===== src/rtl/video_timing_generator.sv =====
// Parametrised raster timing generator: pixel/line counters with registered sync,
// active-video and single-cycle line/frame/vertical-interrupt strobes.
module video_timing_generator #(
  parameter int H_VISIBLE = 256,
  parameter int H_FRONT   = 7,
  parameter int H_SYNC    = 23,
  parameter int H_BACK    = 23,
  parameter int V_VISIBLE = 240,
  parameter int V_FRONT   = 14,
  parameter int V_SYNC    = 3,
  parameter int V_BACK    = 5,
  parameter int HSYNC_POL = 0,
  parameter int VSYNC_POL = 0,
  parameter int VINT_LINE = 240,
  parameter int CNT_W     = 9
) (
  input  logic             clk,
  input  logic             reset,
  input  logic             ce,
  output logic             hsync,
  output logic             vsync,
  output logic             display_on,
  output logic [CNT_W-1:0] hpos,
  output logic [CNT_W-1:0] vpos,
  output logic             line_start,
  output logic             frame_start,
  output logic             vint
);

  localparam int H_TOTAL = H_VISIBLE + H_FRONT + H_SYNC + H_BACK;
  localparam int V_TOTAL = V_VISIBLE + V_FRONT + V_SYNC + V_BACK;
  localparam int CNT_MAX = (1 << CNT_W) - 1;

  if (H_TOTAL - 1 > CNT_MAX) begin : g_bad_htotal
    $error("video_timing_generator: H_TOTAL-1 does not fit in CNT_W bits");
  end
  if (V_TOTAL - 1 > CNT_MAX) begin : g_bad_vtotal
    $error("video_timing_generator: V_TOTAL-1 does not fit in CNT_W bits");
  end
  if (H_SYNC == 0 || V_SYNC == 0) begin : g_bad_sync
    $error("video_timing_generator: sync widths must be non-zero");
  end
  if (VINT_LINE >= V_TOTAL) begin : g_bad_vint
    $error("video_timing_generator: VINT_LINE must be below V_TOTAL");
  end

  localparam logic [CNT_W-1:0] H_LAST    = CNT_W'(H_TOTAL - 1);
  localparam logic [CNT_W-1:0] V_LAST    = CNT_W'(V_TOTAL - 1);
  localparam logic [CNT_W-1:0] H_VIS     = CNT_W'(H_VISIBLE);
  localparam logic [CNT_W-1:0] V_VIS     = CNT_W'(V_VISIBLE);
  localparam logic [CNT_W-1:0] HS_FIRST  = CNT_W'(H_VISIBLE + H_FRONT);
  localparam logic [CNT_W-1:0] HS_LAST   = CNT_W'(H_VISIBLE + H_FRONT + H_SYNC - 1);
  localparam logic [CNT_W-1:0] VS_FIRST  = CNT_W'(V_VISIBLE + V_FRONT);
  localparam logic [CNT_W-1:0] VS_LAST   = CNT_W'(V_VISIBLE + V_FRONT + V_SYNC - 1);
  localparam logic [CNT_W-1:0] VINT_POS  = CNT_W'(VINT_LINE);
  localparam logic             HS_ON     = (HSYNC_POL != 0);
  localparam logic             VS_ON     = (VSYNC_POL != 0);

  logic [CNT_W-1:0] h_nxt, v_nxt;
  logic             h_wrap, enter_line, hs_act, vs_act, de_nxt;

  // Decode from next-state counters so registered outputs line up with hpos/vpos.
  always_comb begin
    h_wrap = (hpos == H_LAST);
    h_nxt  = hpos;
    v_nxt  = vpos;
    if (ce) begin
      if (h_wrap) begin
        h_nxt = '0;
        v_nxt = (vpos == V_LAST) ? '0 : vpos + 1'b1;
      end else begin
        h_nxt = hpos + 1'b1;
      end
    end
    enter_line = ce && h_wrap;
    hs_act     = (h_nxt >= HS_FIRST) && (h_nxt <= HS_LAST);
    vs_act     = (v_nxt >= VS_FIRST) && (v_nxt <= VS_LAST);
    de_nxt     = (h_nxt < H_VIS) && (v_nxt < V_VIS);
  end

  always_ff @(posedge clk or negedge reset) begin
    if (!reset) begin
      hpos        <= '0;
      vpos        <= '0;
      hsync       <= ~HS_ON;
      vsync       <= ~VS_ON;
      display_on  <= 1'b1;
      line_start  <= 1'b0;
      frame_start <= 1'b0;
      vint        <= 1'b0;
    end else begin
      hpos        <= h_nxt;
      vpos        <= v_nxt;
      hsync       <= hs_act ? HS_ON : ~HS_ON;
      vsync       <= vs_act ? VS_ON : ~VS_ON;
      display_on  <= de_nxt;
      line_start  <= enter_line;
      frame_start <= enter_line && (v_nxt == '0);
      vint        <= enter_line && (v_nxt == VINT_POS);
    end
  end

endmodule


===== config.mk =====
export PLATFORM = sky130hd
export DESIGN_NAME = video_timing_generator
export DESIGN_NICKNAME = d
export VERILOG_FILES = /design/src/rtl/video_timing_generator.sv
export SDC_FILE = /design/constraint.sdc
export NUM_CORES = 1
export LEC_CHECK = 0
export CORE_MARGIN = 2
export CORE_UTILIZATION = 55
export CTS_BUF_LIST = sky130_fd_sc_hd__clkbuf_4
export CTS_CLUSTER_SIZE = 12
export DETAILED_ROUTE_END_ITERATION = 7
export GPL_ROUTABILITY_DRIVEN = 0
export PLACE_DENSITY = 0.84
export SKIP_LAST_GASP = 1
export SYNTH_ARGS = -nofsm -noshare
export SYNTH_HDL_FRONTEND = slang
export SYNTH_SLANG_ARGS = --single-unit

===== constraint.sdc =====
create_clock -name clk -period 5.4 [get_ports clk]
set_clock_uncertainty 0.15 [all_clocks]
set_input_delay 0.54 -clock clk [delete_from_list [all_inputs] [get_ports clk]]
set_output_delay 0.54 -clock clk [all_outputs]
set_load 0.02 [all_outputs]

==> results.sh, run 1 <==
export IMPL_run_status="complete, no violations"
export IMPL_crit_fanout=10
export IMPL_dp_cells=197
export IMPL_worstSetupPathType="in2reg"
export IMPL_track_usage=0.239
export IMPL_cp_data_required_time_ns=5.49
export IMPL_area_added_between_synthesis_and_finish_pct=19.5
export IMPL_timing_final_hold_violations=0
export IMPL_globalRoute_totalOverflow=0
export IMPL_synth_ff_latch_count=24
export IMPL_netlist_cell_type_count=44
export IMPL_coreArea_sq_um=2450
export IMPL_worst_slew_pin_slew_ns=1.08
export IMPL_setup_ws_ns=2.60
export IMPL_ctsLongestPathBuffers=2
export IMPL_final_fill_count=185
export IMPL_start_util=0.576
export IMPL_finish_cell_count_without_fillers=201
export IMPL_yosys_warnings=0
export IMPL_cellLeakagePower_nw=0.699
export IMPL_grtUsageMet2=0.381
export IMPL_post_cts_gate_resize_count=0
export IMPL_via_count=1217
export IMPL_post_route_util=0.689
export IMPL_cts_sinks=24
export IMPL_pre_cts_ws_ns=2.31
export IMPL_gr_usage_met1=0.318
export IMPL_worst_setup_hold_path_clk_slew_ns=0.13
export IMPL_ys_seq_area_frac=0.427
export IMPL_critical_path_n_buffers_inverters=1
export IMPL_setup_tns_ns=0
export IMPL_first_global_vias=1099
export IMPL_dieArea_sq_um=2990
export IMPL_dp_hpwl_microns=2190
export IMPL_holdPathStages=1
export IMPL_critPathMaxStageDelay_ns=0.69
export IMPL_ant_diodes=0
export IMPL_die_width_microns=54.7
export IMPL_maxClockFrequency_mhz=357
export IMPL_clkLatencyLatePin_ns=0.31
export IMPL_worstSetupPathDepth=7
export IMPL_maxCapViolCount=0
export IMPL_grt_start_max_net_pins=25
export IMPL_cts_repair_timing_setup_buffer_count=0
export IMPL_io_pins=27
export IMPL_grt_met3_usage=0.0328
export IMPL_postSynthCellCount=149
export IMPL_cts_hold_fix_buffers=0
export IMPL_final_max_slew_violation_count=0
export IMPL_crit_path_end_kind="flip-flop"
export IMPL_synth_enable_flop_cells=0
export IMPL_detail_route_drc_violations=0
export IMPL_syn_mean_instance_area_sq_um=9.50
export IMPL_cp_arrival_ns=2.89
export IMPL_slew_limit_headroom=0.275
export IMPL_layout_worst_path_cycle_share=0.519
export IMPL_wire_length_per_cell_after_detailed_routing_microns=15.4
export IMPL_fin_total_pwr_mw=0.496
export IMPL_ctsHtreeMaxLevel=1
export IMPL_worst_path_dominant_cell_family="simple AND/OR/NAND/NOR gates"
export IMPL_mappedNetlistNets=156
export IMPL_min_period_ns=2.80
export IMPL_worst_ir_drop_vdd_mv=0.323
export IMPL_gr_max_usage_layer="met2"
export IMPL_port_buffers=26
export IMPL_rsz0062_at_grt="false"
export IMPL_crit_slowest_cell="clkdlybuf4s50_1"
export IMPL_number_of_endpoints_failing_setup_at_the_final_stage=0
export IMPL_core_rowCount=18
export IMPL_postRouteAntennaNets=0
export IMPL_powerDensity_nw_per_um2=294
export IMPL_worstSetupStartpointType="primary input"
export IMPL_grt_first_pass_wirelength_microns=5110
export IMPL_cts_tree="yes"
export IMPL_syn_cell_area_sq_um=1420
export IMPL_worstPathCellList="clkdlybuf4s50_1 > nand2_1 > or3_1 > nor3_1 > xor2_1 > o2111a_1 > a22oi_1"
export IMPL_cts_root_buf="clkbuf_4"
export IMPL_drive_gt1_frac=0.0702
export IMPL_cts_buffers_inserted=3
export IMPL_postRouteWirelength_microns=3090
export IMPL_worstHoldPathType="reg2reg"
export IMPL_detail_route_iter0_violations=42
export IMPL_antenna_found_initial=0
export IMPL_timing_reg2reg_worst_path_depth=9
export IMPL_detail_route_vias_per_cell=6.05
export IMPL_die_span_in_y_microns=54.7
export IMPL_async_set_reset_flop_share_out_of_synthesis=1.00
export IMPL_drt_pass_1_iters=5
export IMPL_finish_net_count=179
export IMPL_synth_flop_cell="dfrtp_1"
## cells in the mapped netlist (3+ instances only)
| cell type | number | area [sq um] |
|---|---|---|
| nand4_1 | 4 | 25.0 |
| o21ai_0 | 11 | 55.1 |
| dfrtp_1 | 21 | 526 |
| or4_1 | 3 | 22.5 |
| nor2_1 | 14 | 52.6 |
| a21oi_1 | 3 | 15.0 |
| xor2_1 | 8 | 70.1 |
| nand3_1 | 9 | 45.0 |
| ha_1 | 4 | 50.1 |
| dfstp_2 | 3 | 78.8 |
| xnor2_1 | 6 | 52.6 |
| nor3_1 | 4 | 20.0 |
| and2_1 | 3 | 18.8 |
| nand2_1 | 14 | 52.6 |
| inv_1 | 5 | 18.8 |
| buf_2 | 3 | 15.0 |
| clkbuf_1 | 3 | 11.3 |
## per-stage QoR
| stage | instance area, sq um | hold WS [ns] |
|---|---|---|
| 6_report | 1690 | 0.443 |
| 4_1_cts | 1690 | 0.445 |
| 3_5_place_dp | 1660 | 0.419 |
| 3_3_place_gp | 1660 | 0.396 |
| 5_1_grt | 1690 | 0.471 |
| 2_1_floorplan | 1420 | 0.0944 |
## path summary, 6_finish.rpt
path	startpoint	to	slack, ns
max in group asynchronous	reset	hpos[4]	3.81
min in group asynchronous	reset	vpos[1]	0.65
worst min-delay path	hpos[7]	hpos[7]	0.44
worst min register to register	hpos[7]	hpos[7]	0.44
worst max register to register	hpos[0]	vint	2.78
worst max-delay path	ce	vsync	2.60
## layout make-up
| class | instances | area, sq um | share of cell area |
|---|---|---|---|
| tap | 30 | 37.5 | 0.0222 |
| timing repair buffer | 26 | 260 | 0.154 |
| sequential | 24 | 604 | 0.358 |
| clock buffer | 3 | 22.5 | 0.0133 |
| clock inverter | 1 | 3.75 | 0.00222 |
| multi-input combinational | 111 | 739 | 0.437 |
| inverter | 6 | 22.5 | 0.0133 |
## layer usage
layer  up-vias  routed length [microns]
li1        583                        -
met2        55                     1530
met5         -                        0
met1       574                     1330
met3         5                      185
met4         0                       47
## sequential cells by signal (all words and copies together) (netlist names)
name,cells
frame_start,1
display_on,1
hsync,1
vsync,1
line_start,1
hpos,9
vpos,9
vint,1
## worst reg2reg max path, stage by stage, from the launching register on
cell,delay (ns)
dfrtp_1,0.47
inv_1,0.07
ha_1,0.22
nand4bb_4,0.10
or3_1,0.30
inv_2,0.20
or4_1,0.45
o31a_1,0.15
a2111oi_2,0.23
and4_1,0.23
## kinds of logic (layout without fill, tap and decap cells)
family / count (synthesis) / after routing / synth area share
DFF: 24 / 24 / 0.427
xor gates and xnor gates: 14 / 14 / 0.0867
buffers and inverters: 14 / 36 / 0.0504
and+or+nand+nor: 64 / 64 / 0.257
AOI/OAI and AO/OA: 29 / 29 / 0.143
adders and majority gates: 4 / 4 / 0.0354
## cells in the final DEF, fill, tap and decap left out, drive strengths merged, types with 2 or more instances in the layout
cell	n
a21oi	3
and2	3
clkbuf	3
clkdlybuf4s50	26
dfrtp	21
dfstp	3
ha	4
inv	6
nand2	14
nand3	9
nand3b	2
nand4	4
nor2	14
nor3	4
o2111a	2
o21ai	11
o41ai	2
or4	3
xnor2	6
xor2	8
## where the power goes
group	total, mW	switching (mW)	leakage [nW]	internal (mW)
logic	0.172	0.0916	0.369	0.0808
clock network	0.0798	0.0528	0.0154	0.0271
registers	0.244	0.0405	0.314	0.203
No activity file was read; power rests on OpenSTA's default activity.
==> inputs of run 2 (changes only) <==
- CORE_UTILIZATION: 55 -> 53
- PLACE_DENSITY: 0.84 -> 0.81
- clock period: 5.4 -> 2.6 ns (I/O delays scaled with it)
==> run 2 against run 1 <==
Hold slack worse by 0.32 ns. Combinational power is 130% higher. Critical path type is now reg2reg. Register-to-register slack worse by 2.6 ns. Design area is 4.5% higher. Die area is 3.5% higher. Clock power is 120% higher. Non-clock buffer count is 9 higher. First-iteration DRC count is 4.8% lower. Critical path depth is 1 higher.
==> results.sh, run 2 (synthesis gave the netlist of run 1 again) <==
export IMPL_detail_route_vias_per_cell=6.02
export IMPL_drt_pass_1_iters=5
export IMPL_dp_hpwl_microns=2460
export IMPL_core_rowCount=18
export IMPL_crit_fanout=6
export IMPL_layout_worst_path_cycle_share=0.942
export IMPL_min_period_ns=2.45
export IMPL_reg2reg_from="hpos[1]"
export IMPL_postRouteWirelength_microns=3390
export IMPL_die_width_microns=55.7
export IMPL_setup_tns_ns=0
export IMPL_cts_sinks=24
export IMPL_cts_buffers_inserted=3
export IMPL_worst_slew_pin_slew_ns=0.359
export IMPL_via_count=1264
export IMPL_cts_root_buf="clkbuf_4"
export IMPL_clkLatencyLatePin_ns=0.32
export IMPL_ctsHtreeMaxLevel=1
export IMPL_post_route_util=0.707
export IMPL_maxCapViolCount=0
export IMPL_ant_diodes=0
export IMPL_timing_final_hold_violations=0
export IMPL_worstHoldPathType="in2async"
export IMPL_final_max_slew_violation_count=0
export IMPL_layout_top_registers="hpos x9, vpos x9"
export IMPL_io_pins=27
export IMPL_reg2reg_slack_ns=0.15
export IMPL_top_library_cells_by_usage_in_the_layout_fill_and_taps_aside="clkdlybuf4s50_1, dfrtp_1, nand2_1, nor2_1, o21ai_0"
export IMPL_final_fill_count=198
export IMPL_postRouteAntennaNets=0
export IMPL_grt_first_pass_wirelength_microns=5860
export IMPL_wire_length_per_cell_after_detailed_routing_microns=16.1
export IMPL_run_status="complete, no violations"
export IMPL_cp_data_required_time_ns=2.67
export IMPL_fin_worst_hold_slack_ns=0.123
export IMPL_crit_path_end_kind="flip-flop"
export IMPL_globalRoute_totalOverflow=0
export IMPL_area_added_between_synthesis_and_finish_pct=24.8
export IMPL_cts_hold_fix_buffers=0
export IMPL_layout_commonest_cell="clkdlybuf4s50_1"
export IMPL_number_of_endpoints_failing_setup_at_the_final_stage=0
export IMPL_worstSetupPathType="reg2reg"
export IMPL_cts_repair_timing_setup_buffer_count=0
export IMPL_worstSetupStartpointType="flip-flop"
export IMPL_ctsLongestPathBuffers=2
export IMPL_antenna_found_initial=0
export IMPL_grt_start_max_net_pins=25
export IMPL_cellLeakagePower_nw=0.749
export IMPL_rsz0062_at_grt="false"
export IMPL_timing_reg2reg_worst_path_depth=8
export IMPL_worst_ir_drop_vdd_mv=0.660
export IMPL_detail_route_iter0_violations=40
export IMPL_start_util=0.566
export IMPL_dieArea_sq_um=3100
export IMPL_slew_limit_headroom=0.761
export IMPL_worst_setup_hold_path_clk_slew_ns=0.14
export IMPL_port_buffers=26
export IMPL_critical_register_to_register_path_endpoint="vsync"
export IMPL_powerDensity_nw_per_um2=609
export IMPL_finish_net_count=188
export IMPL_track_usage=0.236
export IMPL_maxClockFrequency_mhz=408
export IMPL_detail_route_drc_violations=0
export IMPL_coreArea_sq_um=2500
export IMPL_first_global_vias=1277
export IMPL_cp_arrival_ns=2.52
export IMPL_die_span_in_y_microns=55.7
export IMPL_cts_tree="yes"
export IMPL_drive_gt1_frac=0.128
==> run 2: cell types whose count changed in the layout (fill, tap and decap cells not counted), sizes merged <==
| cell | delta |
|---|---|
| buf | +9 |
| clkbuf | +1 |
| clkinv | -1 |
==> run 2: area by class of cell <==
class	instances	area, sq um	area share
Multi-Input combinational cell	111	744	0.421
Timing Repair Buffer	35	328	0.186
Tap cell	30	37.5	0.0212
Sequential cell	24	604	0.342
Clock buffer	4	30.0	0.0170
Inverter	6	22.5	0.0127
==> run 2: layer usage <==
| layer | part of all wire | wire length (microns) | track usage |
|---|---|---|---|
| met2 | 0.51 | 1720 | 0.391 |
| met5 | 0 | 0 | 0 |
| met4 | 0.020 | 68 | 0.108 |
| met1 | 0.42 | 1440 | 0.308 |
| met3 | 0.047 | 160 | 0.0256 |
==> run 2: worst max-delay path by stage <==
stage	startpoint	end	cells after the start
4_1_cts	hpos[1]	vsync	8
6_report	hpos[1]	vsync	8
3_5_place_dp	ce	hsync	7
2_1_floorplan	hpos[0]	vsync	9
3_3_place_gp	ce	vsync	7
5_1_grt	hpos[1]	vsync	8
==> run 2: power by group <==
part | switching, mW | internal [mW]
Sequential | 0.0803 | 0.422
Clock | 0.109 | 0.0703
Combinational | 0.214 | 0.180
==> run 2: per-stage QoR <==
step / setup WS [ns] / area [sq um] / cells / power [mW]
floorplan: 0.175 / 1420 / 149 / 0.712
CTS: 0.0939 / 1760 / 210 / 1.08
global placement: 0.165 / 1730 / 206 / 0.873
finish: 0.151 / 1770 / 210 / 1.08
global route: 0.0490 / 1770 / 210 / 1.13
detailed placement: 0.106 / 1730 / 206 / 0.893
==> run 2: critical path, cell delays in order, from the launching register on <==
cell and delay [ns]:
dfrtp_1 0.47, inv_1 0.11, ha_1 0.19, nand4bb_4 0.12, or3_4 0.39, or4_1 0.48
a21boi_1 0.16, o2111a_1 0.21, a22oi_1 0.08
==> run 2: timing repair <==
item                       4_1_cts  5_1_grt
setup endpoints to repair        0        1
gates resized for setup          0        1
hold endpoints to repair         0        0
